### config.mk
export PLATFORM = sky130hd
export DESIGN_NAME = cpu_clk_ctrl
export DESIGN_NICKNAME = d
export VERILOG_FILES = /design/src/rtl/cpu_clk_ctrl.sv
export SDC_FILE = /design/constraint.sdc
export NUM_CORES = 1
export LEC_CHECK = 0
export BUFFER_PORTS_ARGS = -buffer_cell sky130_fd_sc_hd__buf_2
export CORE_MARGIN = 10
export CORE_UTILIZATION = 56
export DETAILED_ROUTE_END_ITERATION = 7
export HOLD_SLACK_MARGIN = 0.1
export PLACE_DENSITY_LB_ADDON = 0.08
export SLEW_MARGIN = 30
export SYNTH_ARGS = -nofsm -noshare
export SYNTH_HDL_FRONTEND = slang
export SYNTH_SLANG_ARGS = --single-unit
### constraint.sdc
create_clock -name clk -period 3.72 [get_ports clk]
set_input_delay 0.186 -clock clk [delete_from_list [all_inputs] [get_ports clk]]
set_output_delay 0.186 -clock clk [all_outputs]
set_load 0.005 [all_outputs]
### src/rtl/cpu_clk_ctrl.sv
// ---------------------------------------------------------------------------
// cpu_clk_ctrl -- run / step / halt sequencer for the MIPS core.
//
// The CPU always runs on the board clock. This block only produces a
// registered, single-cycle clock-enable pulse (cpu_en) that the CPU
// qualifies all of its state updates with.
//
// Modes:
//   IDLE (00) : waiting; mode_run starts RUN, a step_req rising edge starts STEP
//   RUN  (01) : one pulse every rate+1 clks, halted by halt_req or breakpoint
//   STEP (10) : exactly one pulse per step press (breakpoint ignored)
//   HALT (11) : no pulses; leaves once mode_run and halt_req are both low
//
// Ports:
//   clk, rst_n   board clock, asynchronous active-low reset
//   mode_run     level, free-run request
//   step_req     debounced level; rising edge requests a step
//   halt_req     level, forces HALT from RUN
//   rate[N-1:0]  clks between pulses minus one (0 = pulse every clk)
//   bp_en        breakpoint enable
//   bp_addr, pc  breakpoint address and current CPU PC
//   cnt_clr      synchronous clear of cycle_cnt
//   cpu_en       registered one-cycle CPU enable
//   state[1:0]   current mode (encoding above)
//   halted       registered, high while in HALT
//   cycle_cnt    number of cpu_en pulses issued (wraps)
//
// Optional build macro CPU_CLK_CTRL_BURST_EN:
//   adds burst_len[7:0]; STEP then issues burst_len+1 pulses spaced by rate,
//   aborted into HALT by halt_req or a breakpoint match (the first pulse of
//   the burst ignores the breakpoint).
// ---------------------------------------------------------------------------
module cpu_clk_ctrl #(
  parameter int N  = 28,
  parameter int AW = 32
) (
  input  logic          clk,
  input  logic          rst_n,
  input  logic          mode_run,
  input  logic          step_req,
  input  logic          halt_req,
  input  logic [N-1:0]  rate,
  input  logic          bp_en,
  input  logic [AW-1:0] bp_addr,
  input  logic [AW-1:0] pc,
  input  logic          cnt_clr,
`ifdef CPU_CLK_CTRL_BURST_EN
  input  logic [7:0]    burst_len,
`endif
  output logic          cpu_en,
  output logic [1:0]    state,
  output logic          halted,
  output logic [31:0]   cycle_cnt
);

  typedef enum logic [1:0] {
    IDLE = 2'b00,
    RUN  = 2'b01,
    STEP = 2'b10,
    HALT = 2'b11
  } state_t;

  state_t         cur_state, nxt_state;
  logic [N-1:0]   div_cnt, div_nxt;
  logic           step_q;
  logic           step_rise;
  logic           tick;
  logic           bp_hit;
  logic           en_d;

`ifdef CPU_CLK_CTRL_BURST_EN
  logic [8:0]     burst_rem, burst_rem_nxt;  // pulses still owed in this burst
  logic           step_first;                // first cycle spent in STEP
`endif

  assign step_rise = step_req & ~step_q;
  // >= rather than == so that lowering rate mid-count ticks immediately
  // instead of wrapping the counter through 2^N.
  assign tick      = (div_cnt >= rate);
  assign bp_hit    = bp_en && (pc == bp_addr);
  assign state     = cur_state;

  // -------------------------------------------------------------------------
  // State register
  // -------------------------------------------------------------------------
  // NOTE: clocked blocks use non-blocking assignments so every register
  // samples the pre-edge value of every other register.
  always_ff @(posedge clk or negedge rst_n) begin
    if (!rst_n) begin
      cur_state <= IDLE;
    end else begin
      cur_state <= nxt_state;
    end
  end

  // -------------------------------------------------------------------------
  // Next-state logic
  // -------------------------------------------------------------------------
  always_comb begin
    // NOTE: default first so every path assigns nxt_state; no latch inferred.
    nxt_state = cur_state;
    case (cur_state)
      IDLE: begin
        if (mode_run)       nxt_state = RUN;
        else if (step_rise) nxt_state = STEP;
      end
      RUN: begin
        if (halt_req)             nxt_state = HALT;
        else if (tick && bp_hit)  nxt_state = HALT;
        else if (!mode_run)       nxt_state = IDLE;
      end
      STEP: begin
`ifdef CPU_CLK_CTRL_BURST_EN
        if (step_first) begin
          if (burst_rem == 9'd1) nxt_state = IDLE;
        end else if (halt_req) begin
          nxt_state = HALT;
        end else if (tick && bp_hit) begin
          nxt_state = HALT;
        end else if (tick && (burst_rem == 9'd1)) begin
          nxt_state = IDLE;
        end
`else
        nxt_state = IDLE;
`endif
      end
      HALT: begin
        if (!mode_run && !halt_req) nxt_state = IDLE;
      end
      default: nxt_state = IDLE;
    endcase
  end

  // -------------------------------------------------------------------------
  // Output / datapath decode: next pulse, next divider count
  // -------------------------------------------------------------------------
  always_comb begin
    en_d    = 1'b0;
    div_nxt = '0;   // divider is held at 0 outside its active states
`ifdef CPU_CLK_CTRL_BURST_EN
    burst_rem_nxt = burst_rem;
`endif
    case (cur_state)
      IDLE: begin
`ifdef CPU_CLK_CTRL_BURST_EN
        burst_rem_nxt = {1'b0, burst_len} + 9'd1;
`endif
      end
      RUN: begin
        div_nxt = tick ? '0 : div_cnt + N'(1);
        // tick already implies the breakpoint compare is live here
        en_d    = tick && !halt_req && !bp_hit && mode_run;
      end
      STEP: begin
`ifdef CPU_CLK_CTRL_BURST_EN
        if (step_first) begin
          // first pulse is unconditional so a breakpoint can be stepped past
          en_d          = 1'b1;
          burst_rem_nxt = burst_rem - 9'd1;
        end else begin
          div_nxt = tick ? '0 : div_cnt + N'(1);
          if (tick && !halt_req && !bp_hit) begin
            en_d          = 1'b1;
            burst_rem_nxt = burst_rem - 9'd1;
          end
        end
`else
        en_d = 1'b1;
`endif
      end
      default: ;
    endcase
  end

  // -------------------------------------------------------------------------
  // Datapath registers
  // -------------------------------------------------------------------------
  always_ff @(posedge clk or negedge rst_n) begin
    if (!rst_n) begin
      cpu_en    <= 1'b0;
      halted    <= 1'b0;
      div_cnt   <= '0;
      step_q    <= 1'b0;
      cycle_cnt <= '0;
    end else begin
      cpu_en  <= en_d;
      halted  <= (nxt_state == HALT);
      div_cnt <= div_nxt;
      step_q  <= step_req;
      // clear wins over a simultaneous increment
      if (cnt_clr)     cycle_cnt <= '0;
      else if (cpu_en) cycle_cnt <= cycle_cnt + 32'd1;
    end
  end

`ifdef CPU_CLK_CTRL_BURST_EN
  always_ff @(posedge clk or negedge rst_n) begin
    if (!rst_n) begin
      burst_rem  <= '0;
      step_first <= 1'b0;
    end else begin
      burst_rem  <= burst_rem_nxt;
      step_first <= (cur_state != STEP);
    end
  end
`endif

endmodule

==> metrics.txt, run 1 <==
fmax 329 MHz; Final min period 3040 ps; crit end category flop; drt wl/cell 15.5 um; n_diodes 0; wire length of the first global-routing pass 17900 um; maxcap violations 0; Finished Cell Area 0.00530 mm2; commonest non-fill, non-tap cell in the layout buf_2; IO Count 135; YS warnings 0; Initial Utilization 58.1%; clock latency on the worst-skew pair 340 ps; Post-synth EDFFs 0; drt total wl 11000 um; Die Height 107 um; Yosys reg bits 65; gp weighted congestion 0.900; Worst VDD drop 240 uV; total global routing track utilization 18.9%; combinational share of power 20.4%; vias in the first global route 3747; Post-Synthesis Cells 461; main flop type after synthesis dfrtp_1; setup total negative slack 0 ps; Worst setup SP type flop; highest-count cells in the layout ignoring fill and taps 133 x buf_2, 65 x dfrtp_1, 63 x xor2_1, 62 x nor2_1, 38 x inv_1; H-tree depth 3; Worst Path Buf+Inv 1; RSZ-0062 raised after global routing no; largest net degree at the start of global routing 42; fin nets 737; Worst EP required 3940 ps; Worst-Margin Slew 679 ps; register area share after synthesis 38.2%; IO buf count 134; portion of total power attributed to sequential cells 41.0%; Critical Path AT 3250 ps; vias 3745; initial antenna violation count 0; Hold Worst Slack 153 ps; Int Power 1340 uW; Synthesized Nets 594; area grow syn2layout 24.2%; CTS clock-pin slew for the worst setup and hold paths 80 ps; Most common cell on crit path nand4_1; CTS Buffer Depth 2; fin. max-slew vios 0; drt initial violations 151; average size of a mapped cell 9.25 um2; Post-DP Area 0.00503 mm2; clock network power share 38.7%; Residual DRC 0; Die Width 107 um; HP Class input port to flop; outcome completed; Worst Path Max Fanout 15; PwrDens 359 mW/mm2; die area 0.0115 mm2; Finished Core Util 72.2%; period utilisation layout 81.6%; total CTS buffers 9; final setup fails 0; worst path cell trace ha_1 -> nand4_1 -> nor4_1 -> nand4_1 -> a31oi_1 -> or4b_1 -> buf_4 -> nor2_1; clock root buffer clkbuf_8; TritonRoute pass-1 iters 4; Crit Path Category flop to flop; Overflow after GRT 0; asr flop ratio synth 100%; worst clock skew 8.25 ps; P_sw 559 uW; final worst slack 683 ps; post-route ant nets 0; fillers 580; slowest stage delay, CP 570 ps; Yosys cell types 44; Pleak 0.00270 uW; cell family with most CP delay simple AND/OR/NAND/NOR gates; CTS Sinks 65; DR vias/cell 5.29; hpwl dp 8640 um; Slowest cell on crit path or4b_1; Fin. Hold Viols 0; layout cell share with drive strength beyond 1 27.3%; pre-CTS WS 716 ps; Cell Area, Synth 0.00426 mm2; core area 0.00733 mm2; Worst slew margin 54.4%; # rows 31; switching fraction of total power 29.4%; CTS tree done
[flip-flops by register name, indices dropped and copies added, names as in the netlist]
register	count
state	2
halted	1
div_cnt	28
cycle_cnt	32
cpu_en	1
step_q	1
[metal layers]
| layer | GRT usage, % | vias to the layer above | wire length (um) |
|---|---|---|---|
| met5 | 0 | - | 0 |
| met3 | 4.13 | 11 | 574 |
| met1 | 23.0 | 1758 | 4890 |
| met2 | 32.3 | 114 | 5380 |
| met4 | 6.00 | 0 | 119 |
| li1 | - | 1862 | - |
[power by group through the flow]
stage | sequential [uW] | combinational [uW] | clock (uW)
global placement | 788 | 368 | 0
finish | 778 | 387 | 735
global route | 785 | 436 | 776
CTS | 778 | 387 | 748
detailed placement | 792 | 384 | 0
floorplan | 781 | 282 | 0
[synth_stat cells (all sizes together) (2+ instances only)]
cell    count  area share (%)
nor2       73             8.0
dfrtp      65              38
xor2       63              13
inv        38             3.3
ha         34              10
nand2      28             2.5
nand3      23             2.7
xnor2      23             4.7
nand4      22             3.2
a21oi      11             1.3
nor4       11             1.6
nor3       10             1.3
o21ai       8            0.94
clkbuf      6            0.53
a21o        4            0.70
and4        4            0.82
nand2b      4            0.59
a31oi       3            0.44
buf         3             1.0
or3         3            0.44
a221oi      2            0.41
and2        2            0.29
and3b       2            0.41
nor2b       2            0.29
o21a        2            0.35
or4         2            0.35
[stage by stage]
| step | power, uW | std cells |
|---|---|---|
| 4_1_cts | 1910 | 708 |
| 5_1_grt | 2000 | 708 |
| 2_1_floorplan | 1060 | 461 |
| 3_5_place_dp | 1180 | 690 |
| 6_report | 1900 | 708 |
| 3_3_place_gp | 1160 | 690 |
[worst register-to-register path, stage by stage, from the launching register on]
cell and delay (ps):
dfrtp_1 420, ha_1 350, nand4_1 120, nor4_1 450, nand4_1 180, a31oi_1 330
or4b_1 570, buf_4 410, nor2_1 90
[area by class of cell]
type	instances	area (um2)	share of cell area (%)
Sequential cell	65	1630	30.7
Clock buffer	10	128	2.41
Multi-Input combinational cell	349	2430	45.9
Inverter	38	143	2.69
Tap cell	99	124	2.34
Clock inverter	6	115	2.17
Timing Repair Buffer	141	731	13.8
[logic make-up after synthesis]
family / Yosys count / share of synthesized area (%)
buf+inv: 47 / 4.87
mux: 1 / 0.235
flops: 65 / 38.2
compound gates: 40 / 6.19
xor+xnor: 86 / 17.7
fa+ha+maj: 34 / 9.98
simple gates: 188 / 22.9
[what timing repair did]
action                     4_1_cts  5_1_grt
gates resized for setup          0        0
hold buffers                     2        0
setup endpoints to repair        0        0
hold endpoints to repair        41        0
setup buffers                    0        0
[path summary, 6_finish.rpt]
| kind | depth (start not counted) | to | slack, ps | from |
|---|---|---|---|---|
| worst max register to register | 8 | div_cnt[15] | 680 | div_cnt[22] |
| worst min register to register | 1 | div_cnt[0] | 530 | div_cnt[0] |
| worst min-delay path | 3 | state[0] | 150 | mode_run |
| min in group asynchronous | 2 | cycle_cnt[6] | 360 | rst_n |
| worst max-delay path | 8 | div_cnt[15] | 680 | div_cnt[22] |
| max in group asynchronous | 3 | div_cnt[16] | 2620 | rst_n |
(Power assumes the default switching activity.)
==> run 2, diff against run 1 <==
--- a/config.mk
+++ b/config.mk
@@ -7,7 +7,7 @@
 export LEC_CHECK = 0
 export BUFFER_PORTS_ARGS = -buffer_cell sky130_fd_sc_hd__buf_2
 export CORE_MARGIN = 10
-export CORE_UTILIZATION = 56
+export CORE_UTILIZATION = 52
 export DETAILED_ROUTE_END_ITERATION = 7
 export HOLD_SLACK_MARGIN = 0.1
 export PLACE_DENSITY_LB_ADDON = 0.08
==> constraint.sdc (replaced) <==
create_clock -name clk -period 2.8 [get_ports clk]
set_input_delay 0.14 -clock clk [delete_from_list [all_inputs] [get_ports clk]]
set_output_delay 0.14 -clock clk [all_outputs]
set_load 0.005 [all_outputs]
==> run 2 against run 1 <==
  * Routed wire length is essentially flat
  * Critical path depth shrank 1
  * Via count is essentially flat
  * Hold slack worse by 18 ps
  * First-iteration DRC count grew 9.9%
  * Total power increased by 30%
  * Global-route usage shrank 1.6 points
  * Sequential cell count unchanged
  * Highest routed layer unchanged
  * Die area is 6.2% higher
==> metrics.txt, run 2 (synthesized netlist as in run 1, its figures left out) <==
initial antenna violation count 0 (unchanged); largest net degree at the start of global routing 34 (was 42); final setup fails 0 (unchanged); layout cell share with drive strength beyond 1 27.9% (was 27.3%); Worst slew margin 51.0% (was 54.4%); Storage cell area 0.00163 mm2 (unchanged); Worst EP required 3060 ps (was 3940 ps); setup total negative slack 0 ps (unchanged); gp weighted congestion 0.860 (was 0.900); commonest non-fill, non-tap cell in the layout buf_2 (unchanged); CTS resizes 0 (unchanged); combinational share of power 21.1% (was 20.4%); vias in the first global route 3764 (was 3747); Initial Utilization 54.3% (was 58.1%); Worst VDD drop 331 uV (was 240 uV); CTS Sinks 65 (unchanged); Overflow after GRT 0 (unchanged); H-tree depth 3 (unchanged); fin. max-slew vios 0 (unchanged); Int Power 1730 uW (was 1340 uW); clock network power share 37.2% (was 38.7%); worst clock skew 11.0 ps (was 8.25 ps); crit end category flop (unchanged); area grow syn2layout 25.2% (was 24.2%); outcome completed (unchanged); clock root buffer clkbuf_8 (unchanged); Fin. Hold Viols 0 (unchanged); wire length of the first global-routing pass 18200 um (was 17900 um); cell family with most CP delay simple AND/OR/NAND/NOR gates (unchanged); fmax 384 MHz (was 329 MHz); Critical Path AT 2870 ps (was 3250 ps); RSZ-0062 raised after global routing no (unchanged); total CTS buffers 9 (unchanged); drt initial violations 166 (was 151); maxcap violations 0 (unchanged); flip-flop count of the largest register after layout 32 (unchanged); drt total wl 11000 um (about the same); highest-count cells in the layout ignoring fill and taps 134 x buf_2, 65 x dfrtp_1, 63 x xor2_1, 62 x nor2_1, 38 x inv_1 (was 133 x buf_2, 65 x dfrtp_1, 63 x xor2_1, 62 x nor2_1, 38 x inv_1); Final min period 2610 ps (was 3040 ps); fillers 651 (was 580); IO Count 135 (unchanged); footprint of the multi-input gates 0.00243 mm2 (unchanged); Worst Path Max Fanout 22 (was 15); CTS clock-pin slew for the worst setup and hold paths 80 ps (about the same); portion of total power attributed to sequential cells 41.7% (was 41.0%); CTS Buffer Depth 2 (unchanged); HP Class input port to flop (unchanged); # rows 32 (was 31); TritonRoute pass-1 iters 6 (was 4); n_diodes 0 (unchanged); Die Height 111 um (was 107 um); drt wl/cell 15.3 um (was 15.5 um); Slowest cell on crit path or4b_1 (unchanged); vias 3743 (was 3745); Worst Path Buf+Inv 1 (unchanged); worst path cell trace ha_1 -> and2_0 -> a221o_1 -> a211o_1 -> or4b_1 -> buf_4 -> nor2_1 (was ha_1 -> nand4_1 -> nor4_1 -> nand4_1 -> a31oi_1 -> or4b_1 -> buf_4 -> nor2_1); clock latency on the worst-skew pair 340 ps (about the same); Worst setup SP type flop (unchanged); Crit Path Category flop to flop (unchanged); Finished Core Util 68.0% (was 72.2%); total global routing track utilization 17.2% (was 18.9%); fin nets 744 (was 737); core area 0.00785 mm2 (was 0.00733 mm2); DR vias/cell 5.21 (was 5.29); period utilisation layout 93.0% (was 81.6%); post-route ant nets 0 (unchanged); IO buf count 134 (unchanged); slowest stage delay, CP 540 ps (was 570 ps); die area 0.0122 mm2 (was 0.0115 mm2); Biggest register cycle_cnt (unchanged); Pleak 0.00273 uW (was 0.00270 uW); Die Width 111 um (was 107 um); CTS tree done (unchanged); PwrDens 464 mW/mm2 (was 359 mW/mm2); hpwl dp 8770 um (was 8640 um); switching fraction of total power 30.2% (was 29.4%); Residual DRC 0 (unchanged); P_sw 748 uW (was 559 uW); Worst-Margin Slew 734 ps (was 679 ps)
-- run 2: what timing repair did --
item,4_1_cts,5_1_grt
hold endpoints to repair,35,0
hold buffers,3,0
setup buffers,0,0
-- run 2: layer usage --
layer | up-vias | wire, um | global-route usage (%)
li1 | 1867 | - | -
met1 | 1747 | 4970 | 22.2
met2 | 116 | 5320 | 28.8
met3 | 13 | 512 | 3.13
met4 | 0 | 153 | 4.66
met5 | - | 0 | 0
-- run 2: area by class of cell --
cell class                 instances  area share, %
multi-input combinational        349           45.5
inverter                          38           2.67
clock inverter                     5           1.62
timing repair buffer             148           14.7
tap                              102           2.39
clock buffer                      11           2.65
sequential                        65           30.5
-- run 2: worst paths after layout --
kind                                      to  cells after the start         from  slack [ps]
worst max-delay path              div_cnt[6]                      7  div_cnt[15]         190
worst min-delay path                state[1]                      3     mode_run         130
worst max register to register    div_cnt[6]                      7  div_cnt[15]         190
worst min register to register    div_cnt[0]                      1   div_cnt[0]         510
max in group asynchronous        div_cnt[14]                      3        rst_n        1640
min in group asynchronous       cycle_cnt[9]                      2        rst_n         400
-- run 2: power groups by stage --
stage	registers (uW)	logic, uW	clock network [uW]
CTS	1030	532	938
global placement	1050	511	0
detailed placement	1050	525	0
floorplan	1040	374	0
global route	1040	593	971
finish	1030	523	923
-- run 2: metrics by stage --
step                      total power [uW]  std cells  hold WS (ps)  setup slack [ps]  instance area [um2]
after floorplan                       1410        461          -156               408                 4260
after global placement                1560        699           241               309                 5080
after detailed placement              1580        699           255               217                 5080
after CTS                             2500        718           114               185                 5340
after global routing                  2610        718           141              29.1                 5340
final                                 2480        718           135               195                 5340
-- run 2: worst reg2reg max path, cell delays in order, from the launching register on --
cell and delay (ps):
dfrtp_1 450, ha_1 330, and2_0 190, a221o_1 300, a211o_1 290, or4b_1 540
buf_4 270, nor2_1 160
==> run 3, diff against run 2 <==
--- a/config.mk
+++ b/config.mk
@@ -6,6 +6,7 @@
 export NUM_CORES = 1
 export LEC_CHECK = 0
 export BUFFER_PORTS_ARGS = -buffer_cell sky130_fd_sc_hd__buf_2
+export CORE_ASPECT_RATIO = 2
 export CORE_MARGIN = 10
 export CORE_UTILIZATION = 52
 export DETAILED_ROUTE_END_ITERATION = 7
==> run 3 against run 2 <==
  * Clock skew decreased by 5.1 ps
  * Design area increased by 2.0%
  * First-iteration DRC count decreased by 48%
  * Core utilization up 0.51 points
  * Fmax shrank 2.5%
  * Sequential share of layout area shrank 0.59 points
  * Cell count is 0.97% lower
  * Combinational power rose by 6.1%
  * Hold slack worse by 26 ps
  * Global-route usage increased by 1.1 points
  * Via count is 1.8% higher
  * Critical path depth rose by 2
==> metrics.txt, run 3 (synthesized netlist as in run 1, its figures left out) <==
footprint of the multi-input gates 0.00243 mm2 (unchanged); final setup fails 0 (unchanged); Worst Path Max Fanout 21 (was 22); dpl cells 694 (was 699); Residual DRC 0 (unchanged); CTS clock-pin slew for the worst setup and hold paths 50 ps (was 80 ps); drt wl/cell 16.0 um (was 15.3 um); layout cell share with drive strength beyond 1 28.0% (was 27.9%); Worst slew margin 47.9% (was 51.0%); largest net degree at the start of global routing 35 (was 34); vias in the first global route 4140 (was 3764); reg2reg start div_cnt[0] (was div_cnt[15]); hpwl dp 9450 um (was 8770 um); Worst VDD drop 366 uV (was 331 uV); setup total negative slack 0 ps (unchanged); fmax 374 MHz (was 384 MHz); clock root buffer clkbuf_16 (was clkbuf_8); H-tree depth 3 (unchanged); Critical Path AT 2920 ps (was 2870 ps); HP Class input port to flop (unchanged); post-route ant nets 0 (unchanged); TritonRoute pass-1 iters 4 (was 6); outcome completed (unchanged); fillers 660 (was 651); worst path cell trace inv_1 -> ha_1 -> nand2b_1 -> a2111oi_0 -> or4_1 -> a31oi_1 -> or4b_1 -> buf_12 -> nor2_1 (was ha_1 -> and2_0 -> a221o_1 -> a211o_1 -> or4b_1 -> buf_4 -> nor2_1); commonest non-fill, non-tap cell in the layout buf_2 (unchanged); wire length of the first global-routing pass 19100 um (was 18200 um); final worst slack 129 ps (was 195 ps); maxcap violations 0 (unchanged); non-filler cells, final 711 (was 718); core area 0.00794 mm2 (was 0.00785 mm2); initial antenna violation count 0 (unchanged); Initial Utilization 53.7% (was 54.3%); RSZ-0062 raised after global routing no (unchanged); Hold Crit Start cnt_clr (was mode_run); area grow syn2layout 27.6% (was 25.2%); vias 3810 (was 3743); flip-flop count of the largest register after layout 32 (unchanged); crit end category flop (unchanged); CTS Sinks 65 (unchanged); total CTS buffers 9 (unchanged); Worst setup SP type flop (unchanged); Worst EP required 3050 ps (was 3060 ps); Critical Path Start div_cnt[0] (was div_cnt[15]); Fin. Hold Viols 0 (unchanged); slowest stage delay, CP 560 ps (was 540 ps); worst clock skew 5.95 ps (was 11.0 ps); Pleak 0.00278 uW (was 0.00273 uW); Storage cell area 0.00163 mm2 (unchanged); CTS Buffer Depth 2 (unchanged); Die Height 148 um (was 111 um); die area 0.0124 mm2 (was 0.0122 mm2); highest-count cells in the layout ignoring fill and taps 134 x buf_2, 65 x dfrtp_1, 63 x xor2_1, 62 x nor2_1, 38 x inv_1 (unchanged); PwrDens 519 mW/mm2 (was 464 mW/mm2); IO buf count 134 (unchanged); gp weighted congestion 0.816 (was 0.860); Post-DP Area 0.00509 mm2 (was 0.00508 mm2); n_diodes 0 (unchanged); drt total wl 11400 um (was 11000 um); DR vias/cell 5.36 (was 5.21); total global routing track utilization 18.4% (was 17.2%); pre-CTS WS 160 ps (was 217 ps); Slowest cell on crit path or4b_1 (unchanged); fin. max-slew vios 0 (unchanged); Crit Path Category flop to flop (unchanged); Hold Worst Slack 109 ps (was 135 ps); Finished Cell Area 0.00544 mm2 (was 0.00534 mm2); IO Count 135 (unchanged); CTS tree done (unchanged); fin nets 744 (unchanged); drt initial violations 86 (was 166); Final min period 2670 ps (was 2610 ps); Biggest register cycle_cnt (unchanged); clock latency on the worst-skew pair 330 ps (was 340 ps); Worst-Margin Slew 781 ps (was 734 ps); period utilisation layout 95.4% (was 93.0%); # rows 46 (was 32); Die Width 84.0 um (was 111 um); Overflow after GRT 0 (unchanged)
-- run 3: cell types whose count changed in the layout (fill, tap and decap cells not counted) --
cell           delta
clkbuf_16         +9
dlygate4sd3_1     -1
clkbuf_8          -7
buf_12            +1
inv_6             -2
clkinv_4          -1
-- run 3: area by class of cell --
class                      count  share of cell area [%]
multi-input combinational    349                    44.6
sequential                    65                    29.9
timing repair buffer         148                    14.6
clock buffer                  13                    4.97
inverter                      38                    2.62
tap                           96                    2.21
clock inverter                 2                    1.10
-- run 3: worst max-delay path, delay by kind of cell (launching register included) --
kind | cells | cell delay [ps]
DFF | 1 | 420
AOI/OAI and AO/OA | 2 | 610
adders and majority gates | 1 | 260
buffers and inverters | 2 | 280
and+or+nand+nor | 4 | 1020
-- run 3: final timing paths --
| check | endpoint | slack [ps] | cells after the start |
|---|---|---|---|
| max in group asynchronous | cycle_cnt[28] | 1610 | 3 |
| setup reg to reg | div_cnt[17] | 130 | 9 |
| hold / removal | cycle_cnt[5] | 110 | 2 |
| setup / recovery | div_cnt[17] | 130 | 9 |
| min in group asynchronous | cycle_cnt[4] | 420 | 2 |
| hold reg to reg | div_cnt[0] | 510 | 1 |
-- run 3: report_power, final --
group          switching, uW  internal [uW]
Clock                    383            847
Sequential              58.3            981
Combinational            318            236
Total                    759           2060
-- run 3: through the flow --
stage	util [%]	total power, uW
after floorplan	-	1410
after global placement	64.1	1580
after detailed placement	64.1	1610
after CTS	68.5	2840
after global routing	68.5	2950
final	68.5	2820
-- run 3: what timing repair did --
action / CTS / global route
buffers inserted: 0 / 0
endpoints found under the hold margin: 33 / 0
setup endpoints to repair: 0 / 0
resized for setup: 0 / 0
hold buffers: 2 / 0
-- run 3: routing by layer --
layer | part of all wire, % | vias up | wire length (um) | GRT usage [%]
met5 | 0 | - | 0 | 0
met4 | 2.8 | 0 | 323 | 8.00
met3 | 5.5 | 27 | 620 | 5.12
met2 | 57 | 104 | 6500 | 35.4
met1 | 34 | 1811 | 3910 | 17.1
li1 | - | 1868 | - | -
